File: config.mk
export PLATFORM = sky130hd
export DESIGN_NAME = clock_enable_gen
export DESIGN_NICKNAME = d
export VERILOG_FILES = /design/src/rtl/clock_enable_gen.sv
export SDC_FILE = /design/constraint.sdc
export NUM_CORES = 1
export LEC_CHECK = 0
export ABC_AREA = 1
export CAP_MARGIN = 25
export CORE_MARGIN = 2
export CORE_UTILIZATION = 30
export CTS_CLUSTER_SIZE = 28
export DETAILED_ROUTE_END_ITERATION = 7
export SLEW_MARGIN = 20
export SYNTH_ARGS = -nofsm -noshare
export SYNTH_HDL_FRONTEND = slang
export SYNTH_SLANG_ARGS = --single-unit
File: constraint.sdc
create_clock -name CLOCK50 -period 3.79 [get_ports CLOCK50]
set_clock_uncertainty 0.2 [all_clocks]
set_input_delay 1.137 -clock CLOCK50 [delete_from_list [all_inputs] [get_ports CLOCK50]]
set_output_delay 1.137 -clock CLOCK50 [all_outputs]
set_load 0.01 [all_outputs]
File: src/rtl/clock_enable_gen.sv
// clock_enable_gen: phase-accumulator clock-enable ticks on CLOCK50 with settle/lock tracking.
// Define CLOCK_ENABLE_GEN_TOGGLE_EN to add per-channel TOGGLE outputs (half tick rate square wave).
module clock_enable_gen #(
  parameter int NUM_CH      = 2,
  parameter int ACC_WIDTH   = 32,
  parameter int LOCK_CYCLES = 16
) (
  input  logic                          CLOCK50,
  input  logic                          RESETN,
  input  logic [NUM_CH*ACC_WIDTH-1:0]   INC,
  input  logic [NUM_CH-1:0]             CH_EN,
  output logic [NUM_CH-1:0]             TICK,
  output logic                          LOCKED
`ifdef CLOCK_ENABLE_GEN_TOGGLE_EN
  ,
  output logic [NUM_CH-1:0]             TOGGLE
`endif
);
  localparam int CW = $clog2(LOCK_CYCLES + 1);
  typedef enum logic {SETTLE, RUN} state_t;
  state_t state, state_n;
  logic [CW-1:0] cnt, cnt_n;
  logic [NUM_CH*ACC_WIDTH-1:0] inc_q, acc, acc_n;
  logic [NUM_CH-1:0] diff, carry;
  logic chg, run, locked_n;
  assign chg = |diff;
  assign run = state == RUN && !chg;
  for (genvar g = 0; g < NUM_CH; g++) begin : g_ch
    assign diff[g] = CH_EN[g] && INC[g*ACC_WIDTH +: ACC_WIDTH] != inc_q[g*ACC_WIDTH +: ACC_WIDTH];
    // Accumulation only in undisturbed RUN; otherwise the channel collapses to phase 0.
    assign {carry[g], acc_n[g*ACC_WIDTH +: ACC_WIDTH]} = (run && CH_EN[g])
      ? {1'b0, acc[g*ACC_WIDTH +: ACC_WIDTH]} + {1'b0, INC[g*ACC_WIDTH +: ACC_WIDTH]}
      : '0;
  end
  always_comb begin
    state_n  = chg ? SETTLE : (state == SETTLE && cnt == CW'(LOCK_CYCLES - 1)) ? RUN : state;
    cnt_n    = (state == SETTLE && !chg && cnt != CW'(LOCK_CYCLES - 1)) ? cnt + 1'b1 : '0;
    locked_n = state_n == RUN;
  end
  always_ff @(posedge CLOCK50) begin
    if (!RESETN) begin
      state  <= SETTLE;
      cnt    <= '0;
      inc_q  <= '0;
      acc    <= '0;
      TICK   <= '0;
      LOCKED <= 1'b0;
    end else begin
      state  <= state_n;
      cnt    <= cnt_n;
      inc_q  <= INC;
      acc    <= acc_n;
      TICK   <= carry;
      LOCKED <= locked_n;
    end
  end
`ifdef CLOCK_ENABLE_GEN_TOGGLE_EN
  always_ff @(posedge CLOCK50) begin
    if (!RESETN) TOGGLE <= '0;
    else TOGGLE <= run ? (TOGGLE & CH_EN) ^ carry : '0;
  end
`endif
endmodule

# --- Yosys cells after proc, flatten, opt, wreduce, memory -nomap -nowiden ---
# Index checks and enable logic that the tools add are counted.
totals:
  out_inout_bits: 3
  word_cells: 30
  in_bits: 68
  ff_bits: 136
op_classes:
  bitwise_logic: 2
  addsub: 3
  n_eq_ne: 4
  reduce_logical: 14
ops:
  columns: ["cell", "n"]
  rows:
  - ["32-bit by 32-bit adder with 33-bit output", 2]
  - ["32-bit != test", 2]
  - ["1-bit logical AND", 8]
  - ["2-bit AND reduction", 3]
  - ["5-bit by 1-bit adder with 5-bit output (second input constant)", 1]
  - ["5-bit by 4-bit == test with 1-bit output (second input constant)", 1]
  - ["5-bit by 4-bit != test with 1-bit output (second input constant)", 1]
  - ["3-bit OR reduction", 1]
  - ["1-bit NOT", 2]
  - ["2-bit OR reduction", 1]
  - ["1-bit zero test", 1]

# --- Longest topological paths before layout ---
# Gate-level depths: netlist of run 1.
logic_depth:
  ltp_word: 7
  mapped_depth: 14
  ltp_nobuf: 14

# --- Worst setup path after synthesis of run 1 ---
# OpenSTA, ideal clock, no wires.
synth_timing:
  kind: "input to register"
  startpoint: "in INC[0]"
  endpoint: "reg acc[18]"
  slack_ns: 0.929
  required_time_ns: 3.525
  arrival_time_ns: 2.596
  n_path_buf: 0
  stages: 12
  cell_sequence: "ha_1 -> fa_1 -> nand3_1 -> nand2_1 -> nand2_1 -> nand2_1 -> nand2_1 -> nand2_1 -> a21oi_1 -> xnor2_1 -> inv_1 -> nor2_1"
synth_between:
  elab_chain_cells: 7
  elab_cells_between_ends: 8
  cone_classes: "1 x add/sub; 1 x eq/ne; 6 x reduce/logical"
synth_lines:
  columns: ["item", "line_no", "text"]
  rows:
  - ["from (decl)", "10", "input logic [NUM_CH*ACC_WIDTH-1:0] INC,"]
  - ["branches (longest 7 deep; another with 32-bit by 32-bit adder with 33-bit output)", null, null]
  - ["to (signal assigned)", "52", "acc <= acc_n;"]
  - ["to (decl)", "23", "logic [NUM_CH*ACC_WIDTH-1:0] inc_q, acc, acc_n;"]
# Parallel ways; which one is timed is not known.
# A chain may end at the register's enable or synchronous reset.

# --- Final worst setup path of run 1 ---
layout_timing:
  startpoint: "in INC[32]"
  endpoint: "reg acc[54]"
# Same word-level chain as after synthesis.

==> run_results.csv, run 1 <==
group,metric,value,unit
outcome,status,"finished clean",
global_route,grt_antenna_before_repair,1,
synthesis,synth-seq-area-share,0.299,
clocking,postCtsSetupBuffers,0,
synthesis,ys_ff_latch,136,
synthesis,avgSynthCellArea,6.30,um^2
floorplan,start_util,0.306,
synthesis,synth_top_cell_by_area,"dfxtp_1",
global_route,grtUsageTotal,0.152,
final_layout,fin_util,0.368,
sta,fmaxAchievable,306,MHz
floorplan,dieWidth,178,um
clocking,htree_levels,4,
worst_setup_path,crit_path_start,"INC[32]",
placed_design,place.gp.congestion,0.923,
sta,worst_slew_pin_slew,0.716,ns
final_layout,final_nets,1667,
sta,rsz0062_at_grt,"false",
worst_setup_path,reg2reg_to,"acc[54]",
worst_setup_path,cp-end-kind,"register",
sta,finalCriticalPeriod,3.27,ns
power_and_ir_drop,vdd_drop_max,0.289,mV
worst_setup_path,r2r.worst_path.cells,12,
floorplan,die_area,31800,um^2
floorplan,placementRows,63,
synthesis,synth-simple-area-share,0.335,
final_layout,area_delta_synth_final,20.4,%
placed_design,port_buffers,70,
synthesis,synth_top_family_by_area,"simple AND/OR/NAND/NOR gates",
route,vias_per_cell,4.39,
global_route,grt_max_degree,65,
synthesis,synth_area_leaders,"dfxtp_1, nand2_1, inv_1",
worst_setup_path,reg2reg_from,"acc[32]",
synthesis,synth_top_area_frac,0.299,
synthesis,ys_warn_count,0,
hold_path,hold_class,"register to register",
worst_setup_path,regToRegSetupSlack,1.45,ns
route,routed_wl,23100,um
clocking,cts_tree,"yes",
synthesis,synthXorXnorAreaFrac,0.0924,
sta,drv_slew,0,
synthesis,yosys-mux-area-fraction,0,
sta,fin_ws,0.522,ns
synthesis,synthesis.area,9100,um^2
worst_setup_path,critPathMaxFanout,3,
placed_design,dpl.hpwl,18300,um
sta,setup_violations,0,
clocking,ctsResizeCount,0,
route,drt-initial-drc-count,444,
global_route,grt_pass1_wl,38100,um
clocking,clock_sinks,136,
clocking,cts_made_buffers,17,
placed_design,place_ws,0.137,ns
floorplan,core,29800,um^2
route,ant_nets,0,
final_layout,drive_gt1_frac,0.0376,
worst_setup_path,critPathKind,"input pin to register",
sta,hold_viol_final,0,
clocking,cts_buffer_depth,2,
floorplan,dieHeight,178,um
power_and_ir_drop,leakagePower,6.02,nW
job,maxCapViolations,0,
route,drtPass1Iterations,5,
global_route,grt.overflow.total,0,
final_layout,nFillCells,3251,
synthesis,synthAdderAreaFrac,0.0951,
sta,period_share,0.862,
final_layout,final_cell_mix,"nand2_1, inv_1, nor2_1",
worst_setup_path,cp.required,3.92,ns
worst_setup_path,cp-start-kind,"input pin",
synthesis,synth_cell_types,33,
route,vias,8494,
clocking,clk_pin_slew,0.06,ns
clocking,root_buffer,"clkbuf_16",
worst_setup_path,crit_end,"acc[54]",
sta,tns,0,ns
clocking,ctsHoldBuffers,0,
sta,maxSlewHeadroom,0.523,
route,post-route-drc-count,0,
global_route,grt_pass1_vias,8101,
synthesis,syn-num-nets,1582,
final_layout,final_common_cell,"nand2_1",
clocking,clock_latency,0.44,ns
synthesis,synthesis.instances,1446,
power_and_ir_drop,p_per_area,339,nW/um^2
final_layout,area.sequential,2720,um^2
final_layout,multi_input_area,5210,um^2
route,post_drt_wl_per_cell,11.9,um
worst_setup_path,worstPathArrival,3.40,ns
synthesis,synth_compound_area_frac,0.0495,
floorplan,io_pins,71,
## sequential cells by signal, indices dropped and copies added (netlist names)
register / flops
acc: 64
inc_q: 64
cnt: 5
TICK: 2
state: 1
## routing by layer
layer | global-route usage | vias to the layer above | wire (um) | part of all wire
li1 | - | 4523 | - | -
met1 | 0.182 | 3788 | 10400 | 0.45
met2 | 0.276 | 156 | 11500 | 0.50
met3 | 0.0258 | 27 | 848 | 0.037
met4 | 0.0491 | 0 | 375 | 0.016
met5 | 0 | - | 0 | 0
## how the worst min path moves through the flow
stage | slack (ns) | cells after the start | to | startpoint
after detailed placement | 0.24 | 1 | cnt[0] | cnt[0]
final | 0.25 | 1 | cnt[0] | cnt[0]
after global placement | 0.23 | 1 | cnt[0] | cnt[0]
after CTS | 0.25 | 1 | cnt[0] | cnt[0]
after global routing | 0.28 | 1 | cnt[0] | cnt[0]
after floorplan | 0.22 | 1 | cnt[0] | cnt[0]
## worst max-delay path, cell delays in order
cell and delay, ns:
clkdlybuf4s50_1 0.46, ha_1 0.25, fa_1 0.40, nand2_1 0.10, nand3_1 0.06, nand3_1 0.07
nand2_1 0.11, nand2_1 0.09, nand2_1 0.16, a21oi_1 0.21, or2_2 0.13, inv_1 0.03
nor2_1 0.20
## power breakdown
part | switching, mW | leakage [nW] | internal, mW
clock | 0.673 | 0.313 | 1.15
combinational | 0.221 | 4.59 | 0.184
sequential | 0.0156 | 1.11 | 1.47
total | 0.909 | 6.02 | 2.80
## stage by stage
step                      total power [mW]  cell area (um^2)  hold slack, ns  std cells
after floorplan                       1.76              9100           0.218       1446
after global placement                1.91             10300           0.234       1902
after detailed placement              1.92             10300           0.240       1902
after CTS                             3.76             11000           0.249       1934
after global routing                  3.87             11000           0.277       1935
final                                 3.71             11000           0.247       1935
## cells in the mapped netlist, drive strengths merged
| library cell | count |
|---|---|
| nand3 | 54 |
| a31oi | 3 |
| nand3b | 2 |
| o211ai | 1 |
| fa | 2 |
| clkbuf | 4 |
| nor4 | 1 |
| o21ai | 12 |
| nand2 | 475 |
| nand4 | 24 |
| xnor2 | 64 |
| dfxtp | 136 |
| inv | 288 |
| buf | 12 |
| ha | 66 |
| o21bai | 6 |
| or2 | 2 |
| and3 | 3 |
| nor2 | 187 |
| xor2 | 32 |
| nor3 | 9 |
| o21a | 1 |
| clkinv | 1 |
| a21oi | 60 |
| or3 | 1 |
## kinds of logic (layout without fill, tap and decap cells)
group	Yosys count	count (layout)
AO/OA/AOI/OAI	83	83
XOR/XNOR	96	96
adder cells (fa/ha/maj)	68	68
buffers and inverters	305	403
flip-flops	136	136
other	0	1
AND/OR/NAND/NOR	758	758
## area by class of cell
class	count	share of cell area
multi-input combinational	1005	0.475
sequential	136	0.248
inverter	289	0.0990
timing repair buffer	82	0.0740
tap	390	0.0445
clock buffer	21	0.0429
clock inverter	11	0.0154
antenna	1	0.000228
Power figures use the tool's default switching activity.
==> inputs of run 2 (changes only) <==
--- a/config.mk
+++ b/config.mk
@@ -11,6 +11,7 @@
 export CORE_UTILIZATION = 30
 export CTS_CLUSTER_SIZE = 28
 export DETAILED_ROUTE_END_ITERATION = 7
+export MAX_ROUTING_LAYER = met4
 export SLEW_MARGIN = 20
 export SYNTH_ARGS = -nofsm -noshare
 export SYNTH_HDL_FRONTEND = slang
==> run_results.csv, run 2 (synthesis results as in run 1) <==
group,metric,value,unit
final_layout,area_delta_synth_final,20.5,%
final_layout,final_common_cell,"nand2_1",
worst_setup_path,cp-start-kind,"input pin",
route,ant_nets,0,
sta,setup_violations,0,
global_route,grt_pass1_vias,8168,
global_route,grt_max_degree,65,
route,routed_wl,22800,um
worst_setup_path,worstPathArrival,3.41,ns
floorplan,placementRows,63,
sta,fmaxAchievable,305,MHz
floorplan,dieWidth,178,um
clocking,cts_made_buffers,17,
sta,drv_slew,0,
final_layout,drive_gt1_frac,0.0376,
route,post-route-drc-count,0,
clocking,ctsHoldBuffers,0,
power_and_ir_drop,p_per_area,343,nW/um^2
sta,hold_viol_final,0,
worst_setup_path,critPathKind,"input pin to register",
floorplan,core,29800,um^2
outcome,status,"finished clean",
floorplan,start_util,0.306,
route,drtPass1Iterations,8,
global_route,grt_antenna_before_repair,0,
clocking,cts_buffer_depth,2,
global_route,grt_pass1_wl,38300,um
worst_setup_path,cp-end-kind,"register",
clocking,ctsResizeCount,0,
final_layout,insertedDiodeCount,0,
floorplan,io_pins,71,
sta,maxSlewHeadroom,0.517,
worst_setup_path,regToRegSetupSlack,1.46,ns
placed_design,port_buffers,70,
clocking,clock_sinks,136,
sta,finalCriticalPeriod,3.28,ns
placed_design,place.gp.congestion,0.925,
route,vias,8352,
power_and_ir_drop,vdd_drop_max,0.332,mV
job,maxCapViolations,0,
clocking,clk_pin_slew,0.06,ns
floorplan,dieHeight,178,um
hold_path,hold_class,"register to register",
placed_design,dpl.hpwl,18200,um
floorplan,die_area,31800,um^2
clocking,htree_levels,4,
clocking,postCtsSetupBuffers,0,
power_and_ir_drop,leakagePower,6.01,nW
global_route,grt.overflow.total,0,
final_layout,final_nets,1667,
clocking,clock_latency,0.44,ns
sta,worst_slew_pin_slew,0.724,ns
route,post_drt_wl_per_cell,11.8,um
clocking,cts_tree,"yes",
sta,fin_ws,0.513,ns
worst_setup_path,critPathMaxFanout,3,
sta,tns,0,ns
sta,rsz0062_at_grt,"false",
final_layout,fin_util,0.368,
route,vias_per_cell,4.32,
placed_design,place_ws,0.0813,ns
final_layout,final_cell_mix,"nand2_1, inv_1, nor2_1",
global_route,grtUsageTotal,0.156,
clocking,root_buffer,"clkbuf_16",
sta,period_share,0.865,
final_layout,top_regs,"acc (64), inc_q (64), cnt (5)",
worst_setup_path,cp.required,3.92,ns
route,drt-initial-drc-count,454,
==> run 2: cell types whose count changed in the layout (fill, tap and decap cells not counted) <==
cell,previous run,this run
inv_8,0,1
clkinvlp_4,1,4
clkinv_2,3,1
diode_2,1,0
clkbuf_8,3,0
bufinv_16,4,5
==> run 2: layer usage <==
layer / vias to the layer above / GRT usage / wire (um)
met5: - / - / 0
met1: 3670 / 0.180 / 10300
met2: 145 / 0.279 / 11300
met3: 25 / 0.0254 / 905
met4: 0 / 0.0437 / 345
li1: 4512 / - / -
==> run 2: cell type report <==
class / count / area [um^2]
clock buffers: 18 / 429
multi-input cells: 1005 / 5210
flip-flops and latches: 136 / 2720
repair buffers: 82 / 811
fillers: 3224 / 18800
clock inverters: 14 / 223
inverters: 289 / 1080
well taps: 390 / 488
==> run 2: final timing paths <==
| path | endpoint | cells after the start | startpoint |
|---|---|---|---|
| max reg2reg | acc[54] | 12 | acc[32] |
| max | acc[54] | 13 | INC[32] |
| min reg2reg | cnt[0] | 1 | cnt[0] |
| min | cnt[0] | 1 | cnt[0] |
==> run 2: worst max-delay path, stage by stage <==
cell	delay [ns]
clkdlybuf4s50_1	0.47
ha_1	0.26
fa_1	0.40
nand2_1	0.10
nand3_1	0.07
nand3_1	0.07
nand2_1	0.10
nand2_1	0.08
nand2_1	0.14
a21oi_1	0.22
or2_2	0.13
inv_1	0.03
nor2_1	0.19
==> run 2: power by group <==
group          leakage (nW)  internal [mW]  total, mW  switching [mW]
sequential             1.11           1.47       1.48          0.0154
clock                 0.305           1.17       1.87           0.700
combinational          4.59          0.184      0.404           0.220
==> run 2: through the flow <==
| step | power (mW) | area, um^2 | hold slack [ns] | std cells |
|---|---|---|---|---|
| after detailed placement | 1.92 | 10300 | 0.235 | 1902 |
| after global routing | 3.92 | 11000 | 0.289 | 1934 |
| after floorplan | 1.76 | 9100 | 0.218 | 1446 |
| final | 3.76 | 11000 | 0.243 | 1934 |
| after global placement | 1.92 | 10300 | 0.232 | 1902 |
| after CTS | 3.81 | 11000 | 0.249 | 1934 |
